`config.mk`:
```
export PLATFORM = sky130hd
export DESIGN_NAME = lvds_word_align
export DESIGN_NICKNAME = d
export VERILOG_FILES = /design/src/rtl/lvds_word_align.sv
export SDC_FILE = /design/constraint.sdc
export NUM_CORES = 1
export LEC_CHECK = 0
export CAP_MARGIN = 20
export CORE_ASPECT_RATIO = 0.75
export CORE_MARGIN = 2
export CORE_UTILIZATION = 34
export CTS_BUF_LIST = sky130_fd_sc_hd__clkbuf_16
export CTS_CLUSTER_DIAMETER = 200
export CTS_CLUSTER_SIZE = 25
export DETAILED_ROUTE_END_ITERATION = 8
export GPL_TIMING_DRIVEN = 0
export PLACE_DENSITY = 0.57
export SLEW_MARGIN = 20
export SYNTH_ARGS = -nofsm -noshare
export SYNTH_HDL_FRONTEND = slang
export SYNTH_SLANG_ARGS = --single-unit
```
`constraint.sdc`:
```
create_clock -name clk -period 5.2 [get_ports clk]
set_clock_uncertainty 0.1 [all_clocks]
set_input_delay 0.78 -clock clk [delete_from_list [all_inputs] [get_ports clk]]
set_output_delay 0.78 -clock clk [all_outputs]
set_load 0.005 [all_outputs]
```
`src/rtl/lvds_word_align.sv`:
```
// Per-lane word aligner for an 8-lane LVDS deserializer: bit-slips each lane until
// TRAIN_PATTERN is seen MATCH_COUNT times in a row. Optional lock monitor: LVDS_ALIGN_MONITOR_EN.
module lvds_word_align #(
   parameter logic [6:0] TRAIN_PATTERN  = 7'b1100011,
   parameter int         MATCH_COUNT    = 64,
   parameter int         SETTLE_CYCLES  = 16,
   parameter int         MAX_SLIP       = 14,
   parameter int         LOSS_THRESHOLD = 4
) (
   input  logic        clk,
   input  logic        rst_n,
   input  logic [55:0] rx_data,
   input  logic        rx_locked,
   input  logic        train_en,
   input  logic        realign,
   output logic [7:0]  rx_channel_data_align,
   output logic [7:0]  lane_locked,
   output logic        aligned,
   output logic        align_error,
   output logic [23:0] lane_state_dbg
);

   localparam int SW = $clog2(SETTLE_CYCLES) + 1;
   localparam int MW = $clog2(MATCH_COUNT) + 1;
   localparam int PW = $clog2(MAX_SLIP) + 1;
   localparam logic [SW-1:0] SETTLE_LAST = SW'(SETTLE_CYCLES - 1);
   localparam logic [MW-1:0] MATCH_LAST  = MW'(MATCH_COUNT - 1);
   localparam logic [MW-1:0] MATCH_SAT   = MW'(MATCH_COUNT);
   localparam logic [PW-1:0] SLIP_MAX    = PW'(MAX_SLIP);
`ifdef LVDS_ALIGN_MONITOR_EN
   localparam int LW = $clog2(LOSS_THRESHOLD) + 1;
   localparam logic [LW-1:0] LOSS_LAST = LW'(LOSS_THRESHOLD - 1);
`endif

   typedef enum logic [2:0] {
      ST_IDLE, ST_SETTLE, ST_CHECK, ST_SLIP, ST_LOCKED, ST_FAIL
   } state_t;

   logic [7:0] fail_next;

   for (genvar i = 0; i < 8; i++) begin : g_lane
      state_t          state_q, state_d;
      logic [SW-1:0]   settle_q, settle_d;
      logic [MW-1:0]   match_q, match_d;
      logic [PW-1:0]   slip_q, slip_d;
      logic            word_ok, clr, slip_pulse;
`ifdef LVDS_ALIGN_MONITOR_EN
      logic [LW-1:0]   loss_q, loss_d;
`endif

      assign word_ok = (rx_data[7*i +: 7] == TRAIN_PATTERN);

      always_ff @(posedge clk or negedge rst_n) begin
         if (!rst_n) begin
            state_q  <= ST_IDLE;
            settle_q <= '0;
            match_q  <= '0;
            slip_q   <= '0;
`ifdef LVDS_ALIGN_MONITOR_EN
            loss_q   <= '0;
`endif
         end else begin
            state_q  <= state_d;
            settle_q <= settle_d;
            match_q  <= match_d;
            slip_q   <= slip_d;
`ifdef LVDS_ALIGN_MONITOR_EN
            loss_q   <= loss_d;
`endif
         end
      end

      // Global events first (PLL loss > realign > training loss), then the lane's own transition.
      always_comb begin
         state_d    = state_q;
         settle_d   = settle_q;
         match_d    = match_q;
         slip_d     = slip_q;
         slip_pulse = 1'b0;
         clr        = 1'b0;
`ifdef LVDS_ALIGN_MONITOR_EN
         loss_d     = loss_q;
`endif
         if (!rx_locked) begin
            state_d = ST_IDLE;
            clr     = 1'b1;
         end else if (realign && state_q != ST_IDLE) begin
            state_d = ST_SETTLE;
            clr     = 1'b1;
         end else if (!train_en && state_q inside {ST_SETTLE, ST_CHECK, ST_SLIP, ST_FAIL}) begin
            state_d = ST_IDLE;
            clr     = 1'b1;
         end else begin
            case (state_q)
               ST_IDLE: begin
                  if (train_en) begin
                     state_d = ST_SETTLE;
                     clr     = 1'b1;
                  end
               end
               ST_SETTLE: begin
                  if (settle_q >= SETTLE_LAST) begin
                     state_d = ST_CHECK;
                     match_d = '0;
                  end else begin
                     settle_d = settle_q + 1'b1;
                  end
               end
               ST_CHECK: begin
                  if (word_ok) begin
                     if (match_q >= MATCH_LAST) begin
                        state_d = ST_LOCKED;
                        match_d = MATCH_SAT;
                     end else begin
                        match_d = match_q + 1'b1;
                     end
                  end else if (slip_q < SLIP_MAX) begin
                     state_d = ST_SLIP;
                  end else begin
                     state_d = ST_FAIL;
                  end
               end
               ST_SLIP: begin
                  slip_pulse = 1'b1;
                  slip_d     = (slip_q < SLIP_MAX) ? slip_q + 1'b1 : slip_q;
                  settle_d   = '0;
                  state_d    = ST_SETTLE;
               end
`ifdef LVDS_ALIGN_MONITOR_EN
               ST_LOCKED: begin
                  if (train_en) begin
                     if (word_ok) begin
                        loss_d = '0;
                     end else if (loss_q >= LOSS_LAST) begin
                        state_d = ST_SETTLE;
                        clr     = 1'b1;
                     end else begin
                        loss_d = loss_q + 1'b1;
                     end
                  end
               end
`else
               ST_LOCKED: ;
`endif
               ST_FAIL: ;
               default: state_d = ST_IDLE;
            endcase
         end
         if (clr) begin
            settle_d = '0;
            match_d  = '0;
            slip_d   = '0;
`ifdef LVDS_ALIGN_MONITOR_EN
            loss_d   = '0;
`endif
         end
      end

      assign rx_channel_data_align[i] = slip_pulse;
      assign lane_locked[i]           = (state_q == ST_LOCKED);
      assign fail_next[i]             = (state_d == ST_FAIL);
      assign lane_state_dbg[3*i +: 3] = state_q;
   end

   // Summary flags clear on the same edge that sends the lanes to IDLE/SETTLE.
   always_ff @(posedge clk or negedge rst_n) begin
      if (!rst_n) begin
         aligned     <= 1'b0;
         align_error <= 1'b0;
      end else begin
         aligned     <= rx_locked & ~realign & (&lane_locked);
         align_error <= |fail_next;
      end
   end

endmodule

```
==> key figures <==
Critical path
  – Worst-path fanout max: 10
  – Reg2reg start: g_lane[6].settle_q[0]
  – Worst Path Required: 4.32 ns
  – Crit path launch: rx_locked
  – Critical Path AT: 3.78 ns
  – Startpoint class of the critical path: input port
  – Crit. End Element: output port
  – Setup slack on the worst flop-to-flop path: 2.43 ns
  – CP Class: input port to output port

Drt
  – DRC violations left: 0
  – Antenna Nets Post-Route: 0
  – Routed len/inst: 15.7 um
  – Via/cell ratio: 5.35
  – Vias: 8589
  – Detailed Routing Iterations Pass 1: 7
  – DRT Wirelength: 25300 um
  – DRT iter0 DRCs: 421

Clocking
  – Root buf cell: clkbuf_16
  – CTS clk-pin slew, worst paths: 0.06 ns
  – Max clock buf depth: 2
  – CTS tree: done
  – Num CTS Buffers: 17
  – Htree depth: 4
  – CTS sink count: 162
  – Worst-Skew Late Latency: 0.44 ns
  – Resized cells post-CTS: 0
  – Post-CTS setup buffers: 0
  – Post-CTS Hold Buffers: 0

Final layout
  – Ant. Diodes: 0
  – Filler Cell Count: 2835
  – Final cell count without fillers: 1604
  – Multi-input combinational cell area: 5120 um2
  – Area Growth Syn to Fin: 22.0%
  – FF+latch area: 4050 um2
  – Final instance area: 11800 um2
  – Share of layout cells above drive strength 1: 8.29%
  – Final nets: 1299
  – Core Util, Final: 42.0%

Synthesis
  – Post-Syn Instances: 1085
  – Yosys reg bits: 162
  – Yosys warning count: 0
  – EDFF count, synth: 0
  – Main synth FF type: dfrtp_1
  – Syn_area_per_cell: 8.89 um2
  – Syn nets: 1178
  – Mapped Area: 9640 um2
  – Fraction of registers with async set/reset: 100%
  – Synth cell types: 91
  – Post-synthesis sequential area ratio: 42.0%

STA
  – Worst slew pin tran: 0.869 ns
  – Max Freq: 214 MHz
  – Final worst path period need: 4.66 ns
  – Final Setup Violations: 0
  – Period utilization: 89.7%
  – Setup_tns: 0 ns
  – Unrepaired setup endpoints after global routing: false
  – WHS: 0.218 ns
  – Final hold viol count: 0
  – Slew Viols, Final: 0
  – Max_slew headroom: 42.1%

Floorplan
  – IO Count: 103
  – Die area: 29700 um2
  – Starting Density: 34.5%
  – Die Wd: 198 um
  – Site row count: 53
  – Die H: 150 um
  – CORE AREA: 28000 um2

Global route
  – Total GRT Usage: 17.8%
  – Vias in the first global route: 8111
  – Gr ovfl total: 0
  – Antenna violations before repair: 0
  – Global-route wire length before repair: 42100 um
  – Pin count of the biggest net entering global routing: 84

Place
  – I/O Buffers: 101
  – Number of cells after detailed placement: 1572
  – Post-DP Area: 11200 um2
  – RePlAce Congestion: 0.832
  – DP Wirelength: 18500 um

Status
  – Status: finished, final reports clean

Power and ir drop
  – Pleak: 4.87 nW
  – P per Cell Area: 240 nW/um2
  – Max VDD drop: 0.000211 V

Hold path
  – Worst Hold Class: input port to asynchronous set/reset pin

Job
  – # Max-Cap Violations: 0
==> cells by family after synthesis <==
logic type	share of synthesized area (%)
xor gates and xnor gates	1.54
AOI/OAI and AO/OA	20.9
muxes	1.70
and+or+nand+nor	24.7
buffers and inverters	4.88
adders and majority gates	4.15
DFF	42.0
==> synth_stat cells, types with 14 or more instances <==
| master | number | area (um2) |
|---|---|---|
| a21oi_1 | 66 | 330 |
| a41oi_1 | 20 | 175 |
| buf_2 | 15 | 75.1 |
| buf_4 | 14 | 105 |
| clkbuf_1 | 15 | 56.3 |
| dfrtp_1 | 162 | 4050 |
| ha_1 | 32 | 400 |
| inv_1 | 57 | 214 |
| nand2_1 | 95 | 357 |
| nand2b_1 | 23 | 144 |
| nand3_1 | 35 | 175 |
| nand4_1 | 18 | 113 |
| nor2_1 | 117 | 439 |
| nor2b_1 | 25 | 156 |
| nor3_1 | 41 | 205 |
| o21ai_0 | 65 | 325 |
==> critical path, stage by stage <==
cell and delay, ns:
clkdlybuf4s50_1 0.52, buf_4 0.23, inv_1 0.18, nor2_2 0.30
nand2_1 0.29, clkbuf_1 0.46, nor3_1 0.37, buf_4 0.16
clkdlybuf4s50_1 0.48
==> per-stage QoR <==
step,setup slack (ns),total power [mW]
floorplan,2.43,1.42
global placement,-3.93,1.55
detailed placement,0.468,1.56
CTS,0.459,2.86
global route,0.452,2.94
finish,0.537,2.82
==> flip-flops by register name (all words and copies together) (netlist names) <==
| register | flops |
|---|---|
| align_error | 1 |
| aligned | 1 |
| g_lane.match_q | 56 |
| g_lane.settle_q | 40 |
| g_lane.slip_q | 40 |
| g_lane.state_q | 24 |
==> report_power, final <==
group          leakage (nW)  switching, mW  internal (mW)
Clock                 0.291          0.542          0.750
Combinational          2.32          0.145          0.101
Sequential             2.25         0.0152           1.27
Total                  4.87          0.702           2.12
==> metal layers <==
metal	wire length (um)	GRT usage (%)	part of all wire, %
met1	13000	26.3	51
met2	10700	26.3	42
met3	1200	3.52	4.8
met4	347	5.19	1.4
met5	0	0	0
==> layout make-up <==
class                      instances  share of cell area, %
clock inverter                    15                   1.42
tap                              385                   4.10
sequential                       162                   34.5
multi-input combinational        817                   43.5
clock buffer                      17                   3.62
inverter                          60                   1.92
timing repair buffer             102                   8.87
buffer                            46                   2.09
==> cell usage in the layout, fill, tap and decap left out, drive strengths merged, types with 9 or more instances in the layout <==
cell / Yosys / layout
nor2b: 27 / 27
buf: 30 / 32
nand3: 35 / 35
o21ai: 75 / 75
nor2: 122 / 122
and3: 12 / 12
a21o: 10 / 10
nand2b: 24 / 24
a41oi: 20 / 20
mux2i: 13 / 13
o2111ai: 9 / 9
nor4: 9 / 9
clkdlybuf4s50: 0 / 100
ha: 32 / 32
a21oi: 68 / 68
a22oi: 9 / 9
o22ai: 13 / 13
nand4: 18 / 18
clkinv: 2 / 11
nand2: 95 / 95
inv: 58 / 60
a31oi: 13 / 13
clkbuf: 16 / 33
nor3: 44 / 44
xnor2: 9 / 9
or2: 9 / 9
dfrtp: 162 / 162
==> worst paths after layout <==
kind                                             to  cells past startpoint
setup / recovery           rx_channel_data_align[5]                      9
hold reg to reg                 g_lane[1].slip_q[4]                      2
min in group clk                g_lane[1].slip_q[4]                      2
max in group asynchronous      g_lane[3].match_q[1]                      2
setup reg to reg               g_lane[6].match_q[5]                      9
hold / removal                  g_lane[6].slip_q[4]                      1
Note: power is estimated with default switching activity, not from simulation.
